==> config.mk <==
export PLATFORM = sky130hd
export DESIGN_NAME = top_test_fx3
export DESIGN_NICKNAME = d
export VERILOG_FILES = /design/src/rtl/fx3_test_pkg.sv /design/src/rtl/fx3_sync.sv /design/src/rtl/top_test_fx3.sv
export SDC_FILE = /design/constraint.sdc
export NUM_CORES = 1
export LEC_CHECK = 0
export BUFFER_PORTS_ARGS = -buffer_cell sky130_fd_sc_hd__buf_2
export CAP_MARGIN = 20
export CORE_UTILIZATION = 60
export DETAILED_ROUTE_END_ITERATION = 16
export HOLD_SLACK_MARGIN = 0.02
export PLACE_DENSITY_LB_ADDON = 0.3
export SKIP_CTS_REPAIR_TIMING = 1
export SLEW_MARGIN = 20
export SYNTH_ARGS = -nofsm -noshare
export SYNTH_HDL_FRONTEND = slang
export SYNTH_SLANG_ARGS = --single-unit
==> constraint.sdc <==
create_clock -name CLK_40 -period 4.77 [get_ports CLK_40]
set_input_delay 0.7155 -clock CLK_40 [delete_from_list [all_inputs] [get_ports CLK_40]]
set_output_delay 0.7155 -clock CLK_40 [all_outputs]
set_load 0.01 [all_outputs]
==> src/rtl/fx3_test_pkg.sv <==
// Shared types and pin-index constants for the FX3 interface test block.
package fx3_test_pkg;

    localparam int DATA_W = 23;
    localparam int DQ_W   = 16;
    localparam int CTRL_W = 4;
    localparam int SYNC_W = DATA_W + CTRL_W;

    // Input pin positions inside the sampled vector
    localparam int IDX_WRN        = 16;
    localparam int IDX_RDN        = 17;
    localparam int IDX_FL_B       = 18;
    localparam int IDX_PENDN      = 19;
    localparam int IDX_ADDR1      = 20;
    localparam int IDX_MEM_CLK    = 21;
    localparam int IDX_MEM_DO_TXD = 22;

    // Output pin positions inside the loopback vector
    localparam int IDX_CSN     = 16;
    localparam int IDX_OEN     = 17;
    localparam int IDX_FL_A    = 18;
    localparam int IDX_GPIO25  = 19;
    localparam int IDX_FL_C    = 20;
    localparam int IDX_ADDR0   = 21;
    localparam int IDX_MEM_SSN = 22;

    typedef enum logic [1:0] {
        RESET_HOLD = 2'd0,
        WAIT_READY = 2'd1,
        IDLE       = 2'd2,
        WAIT_ACK   = 2'd3
    } state_e;

endpackage

==> src/rtl/fx3_sync.sv <==
// Two-flop synchroniser, parameterised width, synchronous active-high reset.
module fx3_sync #(
    parameter int W = 1
) (
    input  logic         clk,
    input  logic         rst,
    input  logic [W-1:0] d_i,
    output logic [W-1:0] q_o
);

    logic [W-1:0] meta_d, meta_q;
    logic [W-1:0] sync_d, sync_q;

    always_comb begin
        meta_d = d_i;
        sync_d = meta_q;
    end

    always_ff @(posedge clk) begin
        if (rst) begin
            meta_q <= '0;
            sync_q <= '0;
        end else begin
            meta_q <= meta_d;
            sync_q <= sync_d;
        end
    end

    assign q_o = sync_q;

endmodule

==> src/rtl/top_test_fx3.sv <==
// FX3 interface test: reset sequencing, GPIF clock, snapshot loopback with interrupt.
// Optional macro TEST_PATTERN_EN: free-running counter on out while reporting is disabled.
module top_test_fx3
    import fx3_test_pkg::*;
#(
    parameter int RST_CYCLES = 16,
    parameter int PCLK_DIV   = 2
) (
    input  logic            CLK_40,
    input  logic            ARST,
    input  logic            FX3_GPIO26,
    input  logic            FX3_GPIO57,
    input  logic            PLL_LOCK,
    input  logic            FX3_MEM_DI_RXD,
    input  logic [DQ_W-1:0] FX3_DQ_IN,
    input  logic            FX3_WRn,
    input  logic            FX3_RDn,
    input  logic            FX3_FL_B,
    input  logic            FX3_PENDn,
    input  logic            FX3_ADDR1,
    input  logic            FX3_MEM_CLK,
    input  logic            FX3_MEM_DO_TXD,
    output logic            FX3_GPIO23,
    output logic            FX3_PCLK,
    output logic            FX3_RST,
    output logic [DQ_W-1:0] FX3_DQ_OUT,
    output logic            FX3_CSn,
    output logic            FX3_OEn,
    output logic            FX3_FL_A,
    output logic            FX3_GPIO25,
    output logic            FX3_FL_C,
    output logic            FX3_ADDR0,
    output logic            FX3_MEM_SSN
);

    localparam int LCW  = $clog2(RST_CYCLES + 1);
    localparam int HALF = PCLK_DIV / 2;
    localparam int PW   = (HALF > 1) ? $clog2(HALF) : 1;

    logic [DATA_W-1:0] in_raw, in_s;
    logic              ack_s, en_s, lock_s, rdy_s;

    always_comb begin
        in_raw                 = '0;
        in_raw[DQ_W-1:0]       = FX3_DQ_IN;
        in_raw[IDX_WRN]        = FX3_WRn;
        in_raw[IDX_RDN]        = FX3_RDn;
        in_raw[IDX_FL_B]       = FX3_FL_B;
        in_raw[IDX_PENDN]      = FX3_PENDn;
        in_raw[IDX_ADDR1]      = FX3_ADDR1;
        in_raw[IDX_MEM_CLK]    = FX3_MEM_CLK;
        in_raw[IDX_MEM_DO_TXD] = FX3_MEM_DO_TXD;
    end

    fx3_sync #(.W(SYNC_W)) u_sync (
        .clk (CLK_40),
        .rst (ARST),
        .d_i ({FX3_MEM_DI_RXD, PLL_LOCK, FX3_GPIO57, FX3_GPIO26, in_raw}),
        .q_o ({rdy_s, lock_s, en_s, ack_s, in_s})
    );

    state_e            state_d, state_q;
    logic [LCW-1:0]    lock_cnt_d, lock_cnt_q;
    logic [DATA_W-1:0] prev_d, prev_q;
    logic [DATA_W-1:0] out_d, out_q;
    logic              intr_d, intr_q;
    logic              rst_d, rst_q;
    logic              pclk_d, pclk_q;
    logic [PW-1:0]     pclk_cnt_d, pclk_cnt_q;
`ifdef TEST_PATTERN_EN
    logic [DATA_W-1:0] cnt_d, cnt_q;
`endif

    always_comb begin
        state_d    = state_q;
        lock_cnt_d = lock_cnt_q;
        prev_d     = prev_q;
        out_d      = out_q;
        intr_d     = intr_q;
        rst_d      = rst_q;
`ifdef TEST_PATTERN_EN
        cnt_d      = cnt_q + 1'b1;
`endif
        case (state_q)
            RESET_HOLD: begin
                out_d  = '0;
                intr_d = 1'b0;
                rst_d  = 1'b0;
                prev_d = '0;
                if (lock_s) begin
                    lock_cnt_d = lock_cnt_q + 1'b1;
                    if (lock_cnt_d == LCW'(RST_CYCLES)) begin
                        rst_d   = 1'b1;
                        state_d = WAIT_READY;
                    end
                end else begin
                    lock_cnt_d = '0;
                end
            end
            WAIT_READY: begin
                out_d = '0;
                if (rdy_s) begin
                    prev_d  = in_s;
                    state_d = IDLE;
`ifdef TEST_PATTERN_EN
                    cnt_d   = '0;
`endif
                end
            end
            IDLE: begin
                prev_d = in_s;
                if ((in_s != prev_q) && en_s && !ack_s) begin
                    out_d   = in_s;
                    intr_d  = 1'b1;
                    state_d = WAIT_ACK;
                end
`ifdef TEST_PATTERN_EN
                else if (!en_s) begin
                    out_d = cnt_q;
                end
`endif
            end
            WAIT_ACK: begin
                if (ack_s) begin
                    intr_d  = 1'b0;
                    prev_d  = in_s;
                    state_d = IDLE;
`ifdef TEST_PATTERN_EN
                    cnt_d   = '0;
`endif
                end
            end
            default: state_d = RESET_HOLD;
        endcase

        // Lock loss outranks every in-state decision and mirrors reset outputs
        if ((state_q != RESET_HOLD) && !lock_s) begin
            state_d    = RESET_HOLD;
            lock_cnt_d = '0;
            prev_d     = '0;
            out_d      = '0;
            intr_d     = 1'b0;
            rst_d      = 1'b0;
        end
    end

    // Held low while FX3 is (or is about to be) in reset; first toggle lands high
    always_comb begin
        pclk_d     = pclk_q;
        pclk_cnt_d = pclk_cnt_q;
        if (!rst_q || !rst_d) begin
            pclk_d     = 1'b0;
            pclk_cnt_d = '0;
        end else if (pclk_cnt_q == '0) begin
            pclk_d     = ~pclk_q;
            pclk_cnt_d = PW'(HALF - 1);
        end else begin
            pclk_cnt_d = pclk_cnt_q - 1'b1;
        end
    end

    always_ff @(posedge CLK_40) begin
        if (ARST) begin
            state_q    <= RESET_HOLD;
            lock_cnt_q <= '0;
            prev_q     <= '0;
            out_q      <= '0;
            intr_q     <= 1'b0;
            rst_q      <= 1'b0;
            pclk_q     <= 1'b0;
            pclk_cnt_q <= '0;
`ifdef TEST_PATTERN_EN
            cnt_q      <= '0;
`endif
        end else begin
            state_q    <= state_d;
            lock_cnt_q <= lock_cnt_d;
            prev_q     <= prev_d;
            out_q      <= out_d;
            intr_q     <= intr_d;
            rst_q      <= rst_d;
            pclk_q     <= pclk_d;
            pclk_cnt_q <= pclk_cnt_d;
`ifdef TEST_PATTERN_EN
            cnt_q      <= cnt_d;
`endif
        end
    end

    assign FX3_GPIO23  = intr_q;
    assign FX3_PCLK    = pclk_q;
    assign FX3_RST     = rst_q;
    assign FX3_DQ_OUT  = out_q[DQ_W-1:0];
    assign FX3_CSn     = out_q[IDX_CSN];
    assign FX3_OEn     = out_q[IDX_OEN];
    assign FX3_FL_A    = out_q[IDX_FL_A];
    assign FX3_GPIO25  = out_q[IDX_GPIO25];
    assign FX3_FL_C    = out_q[IDX_FL_C];
    assign FX3_ADDR0   = out_q[IDX_ADDR0];
    assign FX3_MEM_SSN = out_q[IDX_MEM_SSN];

endmodule

Word-level counts from Yosys, hierarchy flattened. Cells that the tools add are included.

Register bits after elaboration: 111. Input bits: 29. Output and inout port bits: 26. Logic and storage cells: 63.

$add $sub $neg: 2. Equal/unequal tests: 10. Multiplexer cells: 19. Bitwise operators: 2. Reduce and logical (&&, ||, !) cells: 20.

Operators by type and width (number): $pmux 23 s4 (1); $mux 23 (3); $pmux 23 s2 (1); $ne 23x23->1 (1); $mux 2 (5); $pmux 2 s4 (1); $mux 1 (6); $ne 2x1->1 const B (3); $reduce_or 2->1 (3); $add 5x1->5 const B (1); $eq 5x5->1 const B (1); $mux 5 (1); $reduce_and 5->1 (1); $eq 2x2->1 const B (2); $logic_not 1->1 (4); $ne 2x2->1 const B (2); $reduce_and 2->1 (2); $reduce_bool 2->1 (2); $logic_and 1x1->1 (3); $pmux 1 s3 (1); $reduce_and 3->1 (1); $reduce_bool 3->1 (1); $reduce_or 3->1 (1); $eq 2x1->1 const B (1); other kinds (4) (5).

Logic depth before layout (Yosys ltp).
Depth in word-level cells: 9. Mapped depth: 7. Depth with buffers taken out: 5.

Hierarchy. A second synthesis with hierarchy kept.

Cells, all modules: 411. Area, all modules: 4013.8 sq um.

Modules (own cells, without submodules): top_test_fx3 (times used 1, cells each 298, area each 2570.0 sq um, sequential area each 1141.1 sq um); fx3_sync (times used 1, cells each 113, area each 1443.9 sq um, sequential area each 1081.0 sq um).

Worst setup path after synthesis. No wires, ideal clock.

Path type: input-to-reg. From: input port ARST. To: register out_q[10]. Library setup time: 0.073 ns. Arrival time: 1.698 ns. Required time: 4.697 ns. Slack: 2.999 ns. Stages on the path: 7. Path buffers: 3. Path through: nand2b_1 > clkbuf_1 > nor2_2 > buf_2 > buf_2 > nand3_1 > o211ai_2.

Word-level cells in the longest chain between the ends: 1.

RTL lines: start: declaration (RTL line top_test_fx3.sv:10) `input logic ARST,`; $reduce_or 2->1 (no source line); end signal: assignment (RTL line top_test_fx3.sv:179) `out_q <= out_d;`; end: declaration (RTL line top_test_fx3.sv:65) `logic [DATA_W-1:0] out_d, out_q;`.

No other way between the ends. A chain may end at the register's enable or synchronous reset.

Worst setup path in the final report.
From: input port ARST. To: register out_q[18].

The elaborated chain is that of the path after synthesis.

==> impl_metrics.env <==
export IMPL_vdd_drop_max_mv=0.1822
export IMPL_slew_viol_final=0
export IMPL_vias=3158
export IMPL_synthToLayoutAreaGrowth_pct=9.164
export IMPL_ys_seq_elements=111
export IMPL_fin_cells=579
export IMPL_max_slew_margin_pct=41.36
export IMPL_track_usage_pct=21.69
export IMPL_routed_wl_um=7906
export IMPL_syn_inst=450
export IMPL_cts_buffers=9
export IMPL_cts_buffer_depth=2
export IMPL_critical_path_class="in -> reg"
export IMPL_synth_edf_count=0
export IMPL_diodes=0
export IMPL_synth_warnings=0
export IMPL_syn_nets=481
export IMPL_finalCritPeriodShare_pct=50.19
export IMPL_cellLeakagePower_uw=0.001981
export IMPL_rows=30
export IMPL_cpMaxStageDelayCell="nor2_4"
export IMPL_worst_hold_path_type="reg -> reg"
export IMPL_die_w_um=87.07
export IMPL_critPathLaunchType="input port"
export IMPL_critPathMaxStageDelay_ps=560
export IMPL_initialDrtViolationCount=257
export IMPL_grt_pass1_wl_um=12900
export IMPL_async_reset_ff_share_pct=0
export IMPL_yosysSeqAreaShare_pct=51.18
export IMPL_io_pins=55
export IMPL_worst_setup_hold_path_clk_slew_ps=110
export IMPL_dp_hpwl_um=5327
export IMPL_antenna_found_initial=0
export IMPL_start_util_pct=62.86
export IMPL_grt_max_degree=57
export IMPL_hold_viol=0
export IMPL_wl_per_cell_um=13.65
export IMPL_crit_required_ps=5060
export IMPL_timing_fmax_mhz=417.7
export IMPL_rsz0062_at_grt="false"
export IMPL_cts_root_buf="clkbuf_8"
export IMPL_power_density_nw_per_um2=332.6
export IMPL_setup_tns_ps=0
export IMPL_path_max_fanout=56
export IMPL_core_um2=6907
export IMPL_syn_cell_area_um2=4342
export IMPL_worstMarginPinSlew_ps=879.6
export IMPL_finalSetupViolations=0
export IMPL_gp_congestion=0.7431
export IMPL_grt_overflow=0
export IMPL_drive_gt1_share_pct=20.50
export IMPL_final_cell_mix="111 x dfxtp_1, 71 x nand3_1, 54 x nor2b_1, 54 x buf_2, 30 x nand2_1"
export IMPL_grt_pass1_vias=2724
export IMPL_syn_avg_cell_area_um2=9.648
export IMPL_cts_tree="done"
export IMPL_critical_path_cell_chain="buf_2 > nand2b_1 > nor2_4 > buf_12 > nand3_1 > o211ai_1"
export IMPL_die_area_um2=7580
export IMPL_cap_viol_max_count=0
export IMPL_period_needed_ps=2394
export IMPL_finalClockSkew_ps=12.11
export IMPL_port_buffers=54
export IMPL_yosys_cell_types_count=36
export IMPL_dieHeight_um=87.07
export IMPL_drc=0
export IMPL_clkLatencyLatePin_ps=370
export IMPL_post_drt_via_cell_ratio=5.454
export IMPL_outcome="finished clean"
export IMPL_fillerInstances=584
export IMPL_cp_top_family="simple AND/OR/NAND/NOR gates"
export IMPL_arrival_ps=2690
export IMPL_cts_sinks=111
export IMPL_h_tree_depth=3
export IMPL_nets=509
export IMPL_synth_ff_type="dfxtp_1"
export IMPL_dr_pass1_iters=5
export IMPL_postRouteAntennaNets=0
export IMPL_endpoint_kind="register"
export IMPL_layout_commonest_cell="dfxtp_1"
export IMPL_place_inst=563
export IMPL_worst_path_buf_inv=2
synthesized netlist by cell type (3+ instances only):
cell type  instances  area share [%]
dfxtp_1          111              51
nand3_1           71             8.2
nor2b_1           54             7.8
nand2_1           30             2.6
a21oi_1           29             3.3
nand4_1           26             3.7
xor2_1            26             5.2
o211ai_2          20             5.8
clkbuf_1          18             1.6
buf_2             12             1.4
nor2_1            11            0.95
o211ai_1           4            0.69
and2_1             3            0.43
nor4_2             3            0.86
through the flow:
stage | utilization [%] | total power, uW | hold slack (ps) | worst slack (ps) | instance area, um^2
6_report | 68.62 | 1576 | 440.2 | 2376 | 4740
3_3_place_gp | 65.45 | 1055 | 423.2 | 1854 | 4521
4_1_cts | 68.62 | 1580 | 439.5 | 2423 | 4740
2_1_floorplan | - | 1042 | 413.8 | 2999 | 4342
3_5_place_dp | 65.74 | 1056 | 420.4 | 2045 | 4541
5_1_grt | 68.62 | 1636 | 455.6 | 2183 | 4740
cells by family (layout without fill, tap and decap cells):
family	count (synthesis)	count (layout)	share of synthesized area [%]
other	1	1	0.08637
muxes	1	1	0.2306
DFF	111	111	51.18
adders and majority gates	2	2	0.5763
AOI/OAI and AO/OA	57	57	10.55
and+or+nand+nor	210	210	26.48
xor gates and xnor gates	28	28	5.649
buffers and inverters	40	73	5.245
state kept, by name, indices dropped and copies added (netlist names):
name,count
prev_q,23
lock_cnt_q,5
FX3_PCLK,1
out_q,23
state_q,2
pclk_cnt_q,1
FX3_RST,1
u_sync.meta_q,27
FX3_GPIO23,1
u_sync.q_o,27
layout make-up:
type	instances	area (um^2)	share of cell area [%]
sequential	111	2222	46.88
multi-input combinational	299	1897	40.02
timing repair buffer	56	297.8	6.283
clock buffer	9	123.9	2.614
tap	96	120.1	2.534
clock inverter	7	75.07	1.584
inverter	1	3.754	0.07920
worst register-to-register path, cell delays in order (launching register included):
cell and delay, ps:
dfxtp_1 380, xor2_1 160, nor4_1 410, nand2_1 180, nor2_4 680, o211ai_1 180
where the power goes:
group	switching (uW)	internal (uW)
clock	335	206
combinational	45.0	28.2
sequential	14.0	948
total	394	1180
path summary, 6_finish.rpt:
check	startpoint	endpoint	slack, ps	cells past startpoint
max	ARST	out_q[18]	2380	6
min	u_sync.meta_q[6]	u_sync.q_o[6]	440	1
max reg2reg	u_sync.q_o[19]	out_q[17]	2640	5
min reg2reg	u_sync.meta_q[6]	u_sync.q_o[6]	440	1
routing by layer:
metal,global-route usage [%],part of all wire (%),vias up,wire length (um)
li1,-,-,1599,-
met1,32.39,49,1427,3846
met2,31.57,44,116,3483
met3,3.791,6.2,16,489
met4,7.273,1.1,0,86
met5,0,0,-,0
Power figures use the tool's default switching activity.
